## src/rtl/glyph_page_sequencer.sv

```systemverilog
`default_nettype none
// ============================================================================
// Module      : glyph_page_sequencer
// Description : Walks a row of glyph codes, reads each 16x16 glyph from the
//               registered glyph ROM and streams page/column commands plus
//               column data bytes to the OLED byte driver (valid/ready).
//               Optional inverse video per slot: define GLYPH_SEQ_INVERT_EN.
// Revision    : 1.0 - initial release
// ============================================================================
module glyph_page_sequencer #(
    parameter int NUM_CHARS = 8,
    parameter int START_COL = 0,
    parameter int ROW_PAGE  = 0
) (
    input  logic                   clk,
    input  logic                   rst,
    input  logic                   start,
    input  logic [4*NUM_CHARS-1:0] text,
`ifdef GLYPH_SEQ_INVERT_EN
    input  logic [NUM_CHARS-1:0]   invert_mask,
`endif
    output logic [3:0]             rom_addr,
    input  logic [127:0]           rom_top,
    input  logic [127:0]           rom_btm,
    output logic                   out_valid,
    output logic [7:0]             out_data,
    output logic                   out_dc,
    input  logic                   out_ready,
    output logic                   busy,
    output logic                   done
);

    localparam logic [2:0] c_IDLE = 3'd0;
    localparam logic [2:0] c_ADDR = 3'd1;
    localparam logic [2:0] c_WAIT = 3'd2;
    localparam logic [2:0] c_CMD  = 3'd3;
    localparam logic [2:0] c_DATA = 3'd4;
    localparam logic [2:0] c_DONE = 3'd5;

    localparam logic [2:0] c_LAST_SLOT = 3'(NUM_CHARS - 1);

    logic [2:0]             r_state;
    logic [2:0]             w_next_state;
    logic [2:0]             r_slot;
    logic                   r_half;
    logic [3:0]             r_idx;
    logic [4*NUM_CHARS-1:0] r_text;
    logic [127:0]           r_top;
    logic [127:0]           r_btm;

    logic                   w_fire;
    logic                   w_cmd_last;
    logic                   w_data_last;
    logic                   w_more_slots;
    logic [3:0]             w_next_code;
    logic [2:0]             w_page;
    logic [6:0]             w_col;
    logic [127:0]           w_word;
    logic [7:0]             w_glyph_byte;
    logic [7:0]             w_cmd_byte;
    logic [7:0]             w_data_byte;
    logic                   w_invert;

    assign w_fire       = out_valid & out_ready;
    assign w_cmd_last   = (r_idx == 4'd2);
    assign w_data_last  = (r_idx == 4'd15);
    assign w_more_slots = (r_slot != c_LAST_SLOT);
    assign w_next_code  = 4'(r_text >> {3'(r_slot + 3'd1), 2'b00});

    // Column address wraps naturally in 7 bits.
    assign w_page = 3'(ROW_PAGE) + {2'b00, r_half};
    assign w_col  = 7'(START_COL) + {r_slot, 4'b0000};

    // Byte 0 is the most significant byte of the captured word.
    assign w_word       = r_half ? r_btm : r_top;
    assign w_glyph_byte = w_word[{~r_idx, 3'b000} +: 8];
    assign w_data_byte  = w_glyph_byte ^ {8{w_invert}};

    always_comb begin
        w_cmd_byte = 8'h00;
        case (r_idx)
            4'd0:    w_cmd_byte = {5'b10110, w_page};
            4'd1:    w_cmd_byte = {4'h0, w_col[3:0]};
            default: w_cmd_byte = {5'b00010, w_col[6:4]};
        endcase
    end

`ifdef GLYPH_SEQ_INVERT_EN
    logic [NUM_CHARS-1:0] r_mask;

    assign w_invert = 1'(r_mask >> r_slot);

    always_ff @(posedge clk) begin
        if (rst) begin
            r_mask <= '0;
        end else if (r_state == c_IDLE && start) begin
            r_mask <= invert_mask;
        end
    end
`else
    assign w_invert = 1'b0;
`endif

    always_ff @(posedge clk) begin
        if (rst) begin
            r_state <= c_IDLE;
        end else begin
            r_state <= w_next_state;
        end
    end

    always_comb begin
        w_next_state = r_state;
        case (r_state)
            c_IDLE: if (start) w_next_state = c_ADDR;
            c_ADDR: w_next_state = c_WAIT;
            c_WAIT: w_next_state = c_CMD;
            c_CMD:  if (w_fire && w_cmd_last) w_next_state = c_DATA;
            c_DATA: begin
                if (w_fire && w_data_last) begin
                    if (!r_half)          w_next_state = c_CMD;
                    else if (w_more_slots) w_next_state = c_ADDR;
                    else                  w_next_state = c_DONE;
                end
            end
            c_DONE:  w_next_state = c_IDLE;
            default: w_next_state = c_IDLE;
        endcase
    end

    always_comb begin
        out_valid = 1'b0;
        out_data  = 8'h00;
        out_dc    = 1'b0;
        busy      = 1'b1;
        done      = 1'b0;
        case (r_state)
            c_IDLE: busy = 1'b0;
            c_CMD: begin
                out_valid = 1'b1;
                out_data  = w_cmd_byte;
            end
            c_DATA: begin
                out_valid = 1'b1;
                out_dc    = 1'b1;
                out_data  = w_data_byte;
            end
            c_DONE: begin
                busy = 1'b0;
                done = 1'b1;
            end
            default: ;
        endcase
    end

    always_ff @(posedge clk) begin
        if (rst) begin
            rom_addr <= 4'h0;
            r_slot   <= 3'd0;
            r_half   <= 1'b0;
            r_idx    <= 4'd0;
            r_text   <= '0;
            r_top    <= '0;
            r_btm    <= '0;
        end else begin
            case (r_state)
                c_IDLE: begin
                    if (start) begin
                        r_text   <= text;
                        rom_addr <= text[3:0];
                        r_slot   <= 3'd0;
                        r_half   <= 1'b0;
                        r_idx    <= 4'd0;
                    end
                end
                c_WAIT: begin
                    r_top  <= rom_top;
                    r_btm  <= rom_btm;
                    r_half <= 1'b0;
                    r_idx  <= 4'd0;
                end
                c_CMD: begin
                    if (w_fire) begin
                        r_idx <= w_cmd_last ? 4'd0 : r_idx + 4'd1;
                    end
                end
                c_DATA: begin
                    if (w_fire) begin
                        if (w_data_last) begin
                            r_idx <= 4'd0;
                            if (!r_half) begin
                                r_half <= 1'b1;
                            end else if (w_more_slots) begin
                                r_slot   <= r_slot + 3'd1;
                                rom_addr <= w_next_code;
                            end
                        end else begin
                            r_idx <= r_idx + 4'd1;
                        end
                    end
                end
                default: ;
            endcase
        end
    end

endmodule
`default_nettype wire

```

## config.mk

```make
export PLATFORM = sky130hd
export DESIGN_NAME = glyph_page_sequencer
export DESIGN_NICKNAME = d
export VERILOG_FILES = /design/src/rtl/glyph_page_sequencer.sv
export SDC_FILE = /design/constraint.sdc
export NUM_CORES = 1
export LEC_CHECK = 0
export BUFFER_PORTS_ARGS = -buffer_cell sky130_fd_sc_hd__buf_2
export CORE_MARGIN = 2
export CORE_UTILIZATION = 50
export CTS_BUF_LIST = sky130_fd_sc_hd__clkbuf_2
export DETAILED_ROUTE_END_ITERATION = 8
export PLACE_DENSITY = 0.75
export SYNTH_ARGS = -nofsm -noshare
export SYNTH_HDL_FRONTEND = slang
export SYNTH_SLANG_ARGS = --single-unit
```

## constraint.sdc

```tcl
create_clock -name clk -period 4.55 [get_ports clk]
set_input_delay 0.91 -clock clk [delete_from_list [all_inputs] [get_ports clk]]
set_output_delay 0.91 -clock clk [all_outputs]
set_load 0.02 [all_outputs]
```

==> out/results.md, run 1 <==
### Route
* 5.471 — number of vias per cell
* 17.53 um — drt wl/cell
* 6 — DRT Pass-1 Iters
* 1181 — starting DRC count in detailed routing
* 0 — final antenna-violating net count
* 12180 — detailed-route via count
* 0 — detailed-route DRC error count
* 39030 um — total detailed-routing wirelength

### Critical path
* r_idx[1] — worst reg2reg path startpoint
* primary output — crit end category
* 3.51 ns — Data arrival, critical path
* flop to primary output — worst setup path class
* 6 — cell depth of the worst flop-to-flop path
* buf_4, nor2b_1, a22o_1, a221oi_1, o21ai_0, o21ai_0, buf_2 — critical path, cell by cell
* compound AO/OA/AOI/OAI gates — cell family with most CP delay
* sky130_fd_sc_hd__dfxtp_2 — cell with the largest stage delay on the worst path
* r_idx[1] — startpoint of the worst setup timing path
* 1.95 ns — Worst R2R Setup Slack
* 3.64 ns — required time at the worst-slack endpoint
* sky130_fd_sc_hd__o21ai_0 — dominant cell type by count on the critical path
* rom_addr[2] — R2R Path End
* 2 — Buf/Inv on CP
* 0.83 ns — maximum single-stage delay on the critical path
* 29 — highest net fanout along the worst path
* flop — startpoint type of the worst setup path

### Hold path
* text[27] — hold path startpoint
* input pin to flop — worst hold path type
* r_text[27] — Worst Hold End
* 3 — WHS Path Cells

### Pwr
* 335.8 uV — worst IR drop on VDD
* 519.3 nW/um^2 — ratio of total power to cell area
* 5.938 nW — LEAKAGE

### Clock network
* 0.12 ns — CTS clock-pin slew for the worst setup and hold paths
* 74 — CTS Buf Count
* 3 — H-tree depth
* sky130_fd_sc_hd__clkbuf_2 — buffer cell driving the clock tree root
* 0 — Post CTS Setup Buffer Count
* 3 — maximum count of clock buffers along a single path
* 0 — Resized Gates After CTS
* 0 — Post-CTS Hold Buffers
* 303 — CTS sink cnt
* 0.84 ns — worst skew pair latency
* yes — TritonCTS clock tree

### Die
* 25910 um^2 — core footprint
* 308 — I/O pin count
* 0.5074 — starting density of the core
* 166.2 um — Chip Height
* 27610 um^2 — area of the die
* 59 — standard-cell rows
* 166.2 um — Die Width

### Timing
* 1.214 ns — slew of the pin with the lowest slew margin
* 4.417 ns — minimum period implied by the final worst setup slack
* 0.1879 — Slew headroom
* 0.2750 ns — worst hold slack after final layout
* 226.4 MHz — highest clock frequency the design can meet
* 0 ns — accumulated negative setup slack
* 0.9707 — fin crit share
* 0 — Max Slew Vio Count
* 0 — endpoints failing setup
* 0 — number of failing hold endpoints at the final stage
* 0.04906 ns — worst clock skew
* no — unrepaired setup endpoints after global routing

### Yosys
* 0 — count of flip-flops with a built-in enable after synthesis
* sky130_fd_sc_hd__dfxtp_1 (46%), sky130_fd_sc_hd__nand2_1 (17%), sky130_fd_sc_hd__a21oi_1 (12%) — ranking of synthesized cells by area
* 303 — flops & latches, synth
* 0 — async set-reset flop share out of synthesis
* 13150 um^2 — post-synth design cell area
* 0 — yosys warns
* sky130_fd_sc_hd__dfxtp_1 — most used flip-flop cell after synthesis
* 8.342 um^2 — synthesized area per cell
* 1576 — Post-Synthesis Cells
* 49 — count of distinct cell types in the synthesized netlist
* 1874 — Post-Syn Nets
* 0.4614 — sequential fraction of the synthesis area
* sky130_fd_sc_hd__dfxtp_1 — leading area contributor after synthesis
* 0.4614 — fraction of synthesized cell area taken by the top area cell type

### Global route
* 11860 — number of global-route vias before repair
* 0 — total global routing overflow
* 1 — antenna violations before repair
* 0.2738 — overall track demand over capacity in global routing
* 177 — pin count of the biggest net entering global routing
* 60410 um — global-route wire length before repair

### Layout
* 2358 — Filler Cell Count
* 2144 — Final nets
* 0.2639 — layout cell share with drive strength beyond 1
* sky130_fd_sc_hd__nand2_1 — most common library cell in the layout ignoring fill and taps
* sky130_fd_sc_hd__nand2_1 (610), sky130_fd_sc_hd__a21oi_1 (306), sky130_fd_sc_hd__buf_2 (306) — commonest non-fill, non-tap cells in the layout
* 16.55% — area growth from synthesis to final layout
* 15320 um^2 — final std cell area, no fill

### Placement
* 14710 um^2 — area post-placement
* 28710 um — HPWL after detailed placement
* 0.8913 — Final Wtd Congestion
* 307 — number of buffers added on ports

### Flow run
* 0 — number of max-capacitance violations reported

### Status
* finished, final reports clean — run status

area by class of cell:
class	instances	area [um^2]	area share
Sequential cell	303	6075	0.3965
Multi-Input combinational cell	1141	6500	0.4242
Clock buffer	101	505.5	0.03299
Timing Repair Buffer	319	1687	0.1101
Tap cell	335	419.2	0.02736
Antenna cell	1	2.502	0.0001633
Clock inverter	20	107.6	0.007023
Inverter	7	26.28	0.001715
through the flow:
stage | power, W | utilization | setup WS, ns | std cells
2_1_floorplan | 0.005535 | - | 1.736 | 1576
3_3_place_gp | 0.006226 | 0.5676 | 1.188 | 2105
3_5_place_dp | 0.006292 | 0.5676 | 1.148 | 2105
4_1_cts | 0.007969 | 0.5912 | 0.1963 | 2226
5_1_grt | 0.008447 | 0.5913 | 0.04817 | 2227
6_report | 0.007957 | 0.5913 | 0.1333 | 2227
worst min-delay path: cells and delay by family:
family / cells / cell delay [ns]
buffers and inverters: 1 / 0.09
and+or+nand+nor: 1 / 0.05
AOI/OAI and AO/OA: 1 / 0.05
sequential cells by signal, summed over array words and instances, names as in the netlist:
name and count:
r_btm 128, r_half 1, r_idx 4, r_slot 3, r_state 3, r_text 32
r_top 128, rom_addr 4
cells in the mapped netlist (2+ instances only):
| master | instances |
|---|---|
| sky130_fd_sc_hd__nand2_1 | 611 |
| sky130_fd_sc_hd__a21oi_1 | 306 |
| sky130_fd_sc_hd__dfxtp_1 | 303 |
| sky130_fd_sc_hd__clkbuf_1 | 77 |
| sky130_fd_sc_hd__mux4_2 | 61 |
| sky130_fd_sc_hd__mux2i_1 | 50 |
| sky130_fd_sc_hd__buf_2 | 32 |
| sky130_fd_sc_hd__nor2_1 | 22 |
| sky130_fd_sc_hd__o21ai_0 | 8 |
| sky130_fd_sc_hd__buf_4 | 7 |
| sky130_fd_sc_hd__ha_1 | 6 |
| sky130_fd_sc_hd__nand3_1 | 6 |
| sky130_fd_sc_hd__nor2b_1 | 6 |
| sky130_fd_sc_hd__and2_1 | 5 |
| sky130_fd_sc_hd__buf_6 | 5 |
| sky130_fd_sc_hd__nand3b_1 | 5 |
| sky130_fd_sc_hd__a22oi_1 | 4 |
| sky130_fd_sc_hd__a32oi_1 | 4 |
| sky130_fd_sc_hd__buf_1 | 4 |
| sky130_fd_sc_hd__inv_1 | 4 |
| sky130_fd_sc_hd__a221oi_1 | 3 |
| sky130_fd_sc_hd__a31oi_1 | 3 |
| sky130_fd_sc_hd__a32o_1 | 3 |
| sky130_fd_sc_hd__inv_2 | 3 |
| sky130_fd_sc_hd__nand2b_1 | 3 |
| sky130_fd_sc_hd__nor3_1 | 3 |
| sky130_fd_sc_hd__a211o_1 | 2 |
| sky130_fd_sc_hd__a22o_1 | 2 |
| sky130_fd_sc_hd__a41o_1 | 2 |
| sky130_fd_sc_hd__nand4_1 | 2 |
| sky130_fd_sc_hd__o21bai_1 | 2 |
| sky130_fd_sc_hd__o22ai_1 | 2 |
| sky130_fd_sc_hd__o31ai_1 | 2 |
| sky130_fd_sc_hd__or3_1 | 2 |
| sky130_fd_sc_hd__xnor2_1 | 2 |
power breakdown:
group / internal, W / switching, W
Combinational: 0.00105 / 0.00158
Sequential: 0.00312 / 0.000503
Clock: 0.000650 / 0.00105
Total: 0.00483 / 0.00313
layer usage:
layer	global-route usage	wire length, um	vias up
li1	-	-	5895
met1	0.3615	16470	5670
met2	0.4483	18340	542
met3	0.05934	3228	77
met4	0.09301	985	0
met5	0	0	-
cells by family after synthesis:
| kind of cell | count (synthesis) | share of synthesized area |
|---|---|---|
| xor+xnor | 2 | 0.001333 |
| flops | 303 | 0.4614 |
| buf+inv | 132 | 0.04559 |
| compound gates | 352 | 0.1438 |
| fa+ha+maj | 6 | 0.005710 |
| mux | 111 | 0.1426 |
| simple gates | 670 | 0.1996 |
worst max path at each step:
stage	endpoint	slack (ns)	depth (start not counted)
6_report	out_data[7]	0.13	7
5_1_grt	out_data[0]	0.05	6
4_1_cts	out_data[7]	0.20	7
3_5_place_dp	out_data[7]	1.15	7
3_3_place_gp	out_data[5]	1.19	7
2_1_floorplan	out_data[5]	1.74	7
Note: power is estimated with default switching activity, not from simulation.
==> run 2, diff against run 1 <==
--- a/config.mk
+++ b/config.mk
@@ -7,10 +7,9 @@
 export LEC_CHECK = 0
 export BUFFER_PORTS_ARGS = -buffer_cell sky130_fd_sc_hd__buf_2
 export CORE_MARGIN = 2
-export CORE_UTILIZATION = 50
+export CORE_UTILIZATION = 34
 export CTS_BUF_LIST = sky130_fd_sc_hd__clkbuf_2
 export DETAILED_ROUTE_END_ITERATION = 8
-export PLACE_DENSITY = 0.75
 export SYNTH_ARGS = -nofsm -noshare
 export SYNTH_HDL_FRONTEND = slang
 export SYNTH_SLANG_ARGS = --single-unit
==> run 2 against run 1 <==
Effect of this change:
- critical path depth is 1 lower
- global-route usage is 6.0 points lower
- flip-flop and latch count stayed put
- largest power group unchanged
- critical endpoint is now out_data[0]
==> out/results.md, run 2 (synthesis gave the netlist of run 1 again) <==
### Clock network
* 0.92 ns — worst skew pair latency, +0.08 ns
* 3 — H-tree depth, unchanged
* 3 — maximum count of clock buffers along a single path, unchanged
* 0.12 ns — CTS clock-pin slew for the worst setup and hold paths, about the same
* 80 — CTS Buf Count, +8.1%
* 303 — CTS sink cnt, unchanged
* 0 — Resized Gates After CTS, unchanged
* sky130_fd_sc_hd__clkbuf_2 — buffer cell driving the clock tree root
* yes — TritonCTS clock tree

### Timing
* 0.1682 — Slew headroom, -0.01975
* 4.246 ns — minimum period implied by the final worst setup slack, -0.1710 ns
* 0 — number of failing hold endpoints at the final stage, unchanged
* 0 — endpoints failing setup, unchanged
* 1.244 ns — slew of the pin with the lowest slew margin, +0.02953 ns
* 0 ns — accumulated negative setup slack, unchanged
* 235.5 MHz — highest clock frequency the design can meet, +4.0%
* 0.09579 ns — worst clock skew, +0.04672 ns
* no — unrepaired setup endpoints after global routing
* 0.9331 — fin crit share, -0.03758
* 0.2155 ns — worst hold slack after final layout, -0.05948 ns
* 0 — Max Slew Vio Count, unchanged

### Route
* 12220 — detailed-route via count, +0.27%
* 0 — final antenna-violating net count, unchanged
* 18.09 um — drt wl/cell, +3.2%
* 0 — detailed-route DRC error count, unchanged
* 7 — DRT Pass-1 Iters, +1
* 973 — starting DRC count in detailed routing, -18%
* 44180 um — total detailed-routing wirelength, +13%
* 5.003 — number of vias per cell, -8.6%

### Layout
* sky130_fd_sc_hd__nand2_1 (610), sky130_fd_sc_hd__a21oi_1 (306), sky130_fd_sc_hd__buf_2 (306) — commonest non-fill, non-tap cells in the layout
* sky130_fd_sc_hd__nand2_1 — most common library cell in the layout ignoring fill and taps
* 15750 um^2 — final std cell area, no fill, +2.8%
* 19.79% — area growth from synthesis to final layout
* 0.2741 — layout cell share with drive strength beyond 1, +0.01022
* 2158 — Final nets, +0.65%
* 0.4103 — Layout Utilization, -0.1810
* r_btm: 128 flops, r_top: 128 flops, r_text: 32 flops — registers with the highest flip-flop counts
* 4015 — Filler Cell Count, +70%

### Pwr
* 0.3985 — switching power as a share of total power, +0.005063
* 0.432 — proportion of power drawn by flip-flops and latches, -0.024
* 0.333 — combinational share of power, +0.002
* 0.008310 W — overall power of the completed layout, +4.4%
* 0.004998 W — design internal power, +3.6%
* 0.235 — proportion of power drawn by the clock network, +0.022
* 257.0 uV — worst IR drop on VDD, -23%
* 6.064 nW — LEAKAGE, +2.1%
* 527.7 nW/um^2 — ratio of total power to cell area, +1.6%
* 0.003312 W — switching pwr, +5.8%

### Die
* 40250 um^2 — area of the die, +46%
* 308 — I/O pin count, unchanged
* 72 — standard-cell rows, +22%
* 38380 um^2 — core footprint, +48%
* 0.3426 — starting density of the core, -0.1648
* 200.6 um — Die Width, +21%
* 200.6 um — Chip Height, +21%

### Global route
* 124 — pin count of the biggest net entering global routing, -30%
* 66880 um — global-route wire length before repair, +11%
* 2 — antenna violations before repair, +1
* 0 — total global routing overflow, unchanged
* 0.2136 — overall track demand over capacity in global routing, -0.06025
* 12030 — number of global-route vias before repair, +1.4%

### Critical path
* 3.34 ns — Data arrival, critical path, -0.17 ns
* 27 — highest net fanout along the worst path, -6.9%
* flop to primary output — worst setup path class
* flop — startpoint type of the worst setup path
* primary output — crit end category
* 3.64 ns — required time at the worst-slack endpoint, about the same

### Placement
* 14980 um^2 — area post-placement, +1.8%
* 32780 um — HPWL after detailed placement, +14%
* 0.8883 — Final Wtd Congestion, -0.34%
* 307 — number of buffers added on ports, unchanged

### Status
* finished, final reports clean — run status

### Hold path
* input pin to flop — worst hold path type

### Flow run
* 0 — number of max-capacitance violations reported, unchanged

==> run 2: final timing paths <==
check,startpoint,to,slack [ns],depth (start not counted)
worst min register to register,r_text[12],r_text[12],0.46,2
worst max register to register,r_state[0],r_top[123],1.84,5
worst max-delay path,r_idx[1],out_data[0],0.30,6
worst min-delay path,rom_btm[27],r_btm[27],0.22,3
==> run 2: through the flow <==
step	setup slack, ns	instances
CTS	0.1622	2437
global route	0.1192	2438
finish	0.3043	2442
detailed placement	1.050	2295
floorplan	1.736	1576
global placement	1.065	2295
==> run 2: layer usage <==
layer | vias up | track usage | wire [um]
li1 | 5950 | - | -
met1 | 5736 | 0.2872 | 19890
met2 | 444 | 0.3346 | 19940
met3 | 85 | 0.04594 | 2967
met4 | 2 | 0.08624 | 1374
met5 | - | 0 | 12
==> run 2: what timing repair did <==
action                                  CTS  global route
endpoints found under the setup margin    1             0
hold endpoints to repair                  0             0
hold buffers                              0             0
buffers inserted                          1             0
==> run 2: critical path: stages, from the launching register on <==
cell                        delay, ns
sky130_fd_sc_hd__dfxtp_2         0.76
sky130_fd_sc_hd__inv_2           0.36
sky130_fd_sc_hd__ha_1            0.33
sky130_fd_sc_hd__o21ai_0         0.23
sky130_fd_sc_hd__a32oi_1         0.10
sky130_fd_sc_hd__o2bb2ai_1       0.39
sky130_fd_sc_hd__buf_2           0.25
==> run 2: cell type report <==
type	count	area, um^2	share of cell area
multi-input combinational	1141	6500	0.4128
sequential	303	6075	0.3857
timing repair buffer	327	1747	0.1109
tap	518	648.1	0.04116
clock buffer	113	565.5	0.03591
clock inverter	28	173.9	0.01104
inverter	7	26.28	0.001669
antenna	5	12.51	0.0007945
==> run 2: power groups by stage <==
stage / registers, W / logic, W / clock network (W)
floorplan: 0.00335 / 0.00219 / 0
global placement: 0.00367 / 0.00267 / 0
detailed placement: 0.00368 / 0.00272 / 0
CTS: 0.00358 / 0.00278 / 0.00201
global route: 0.00364 / 0.00305 / 0.00215
finish: 0.00359 / 0.00277 / 0.00195
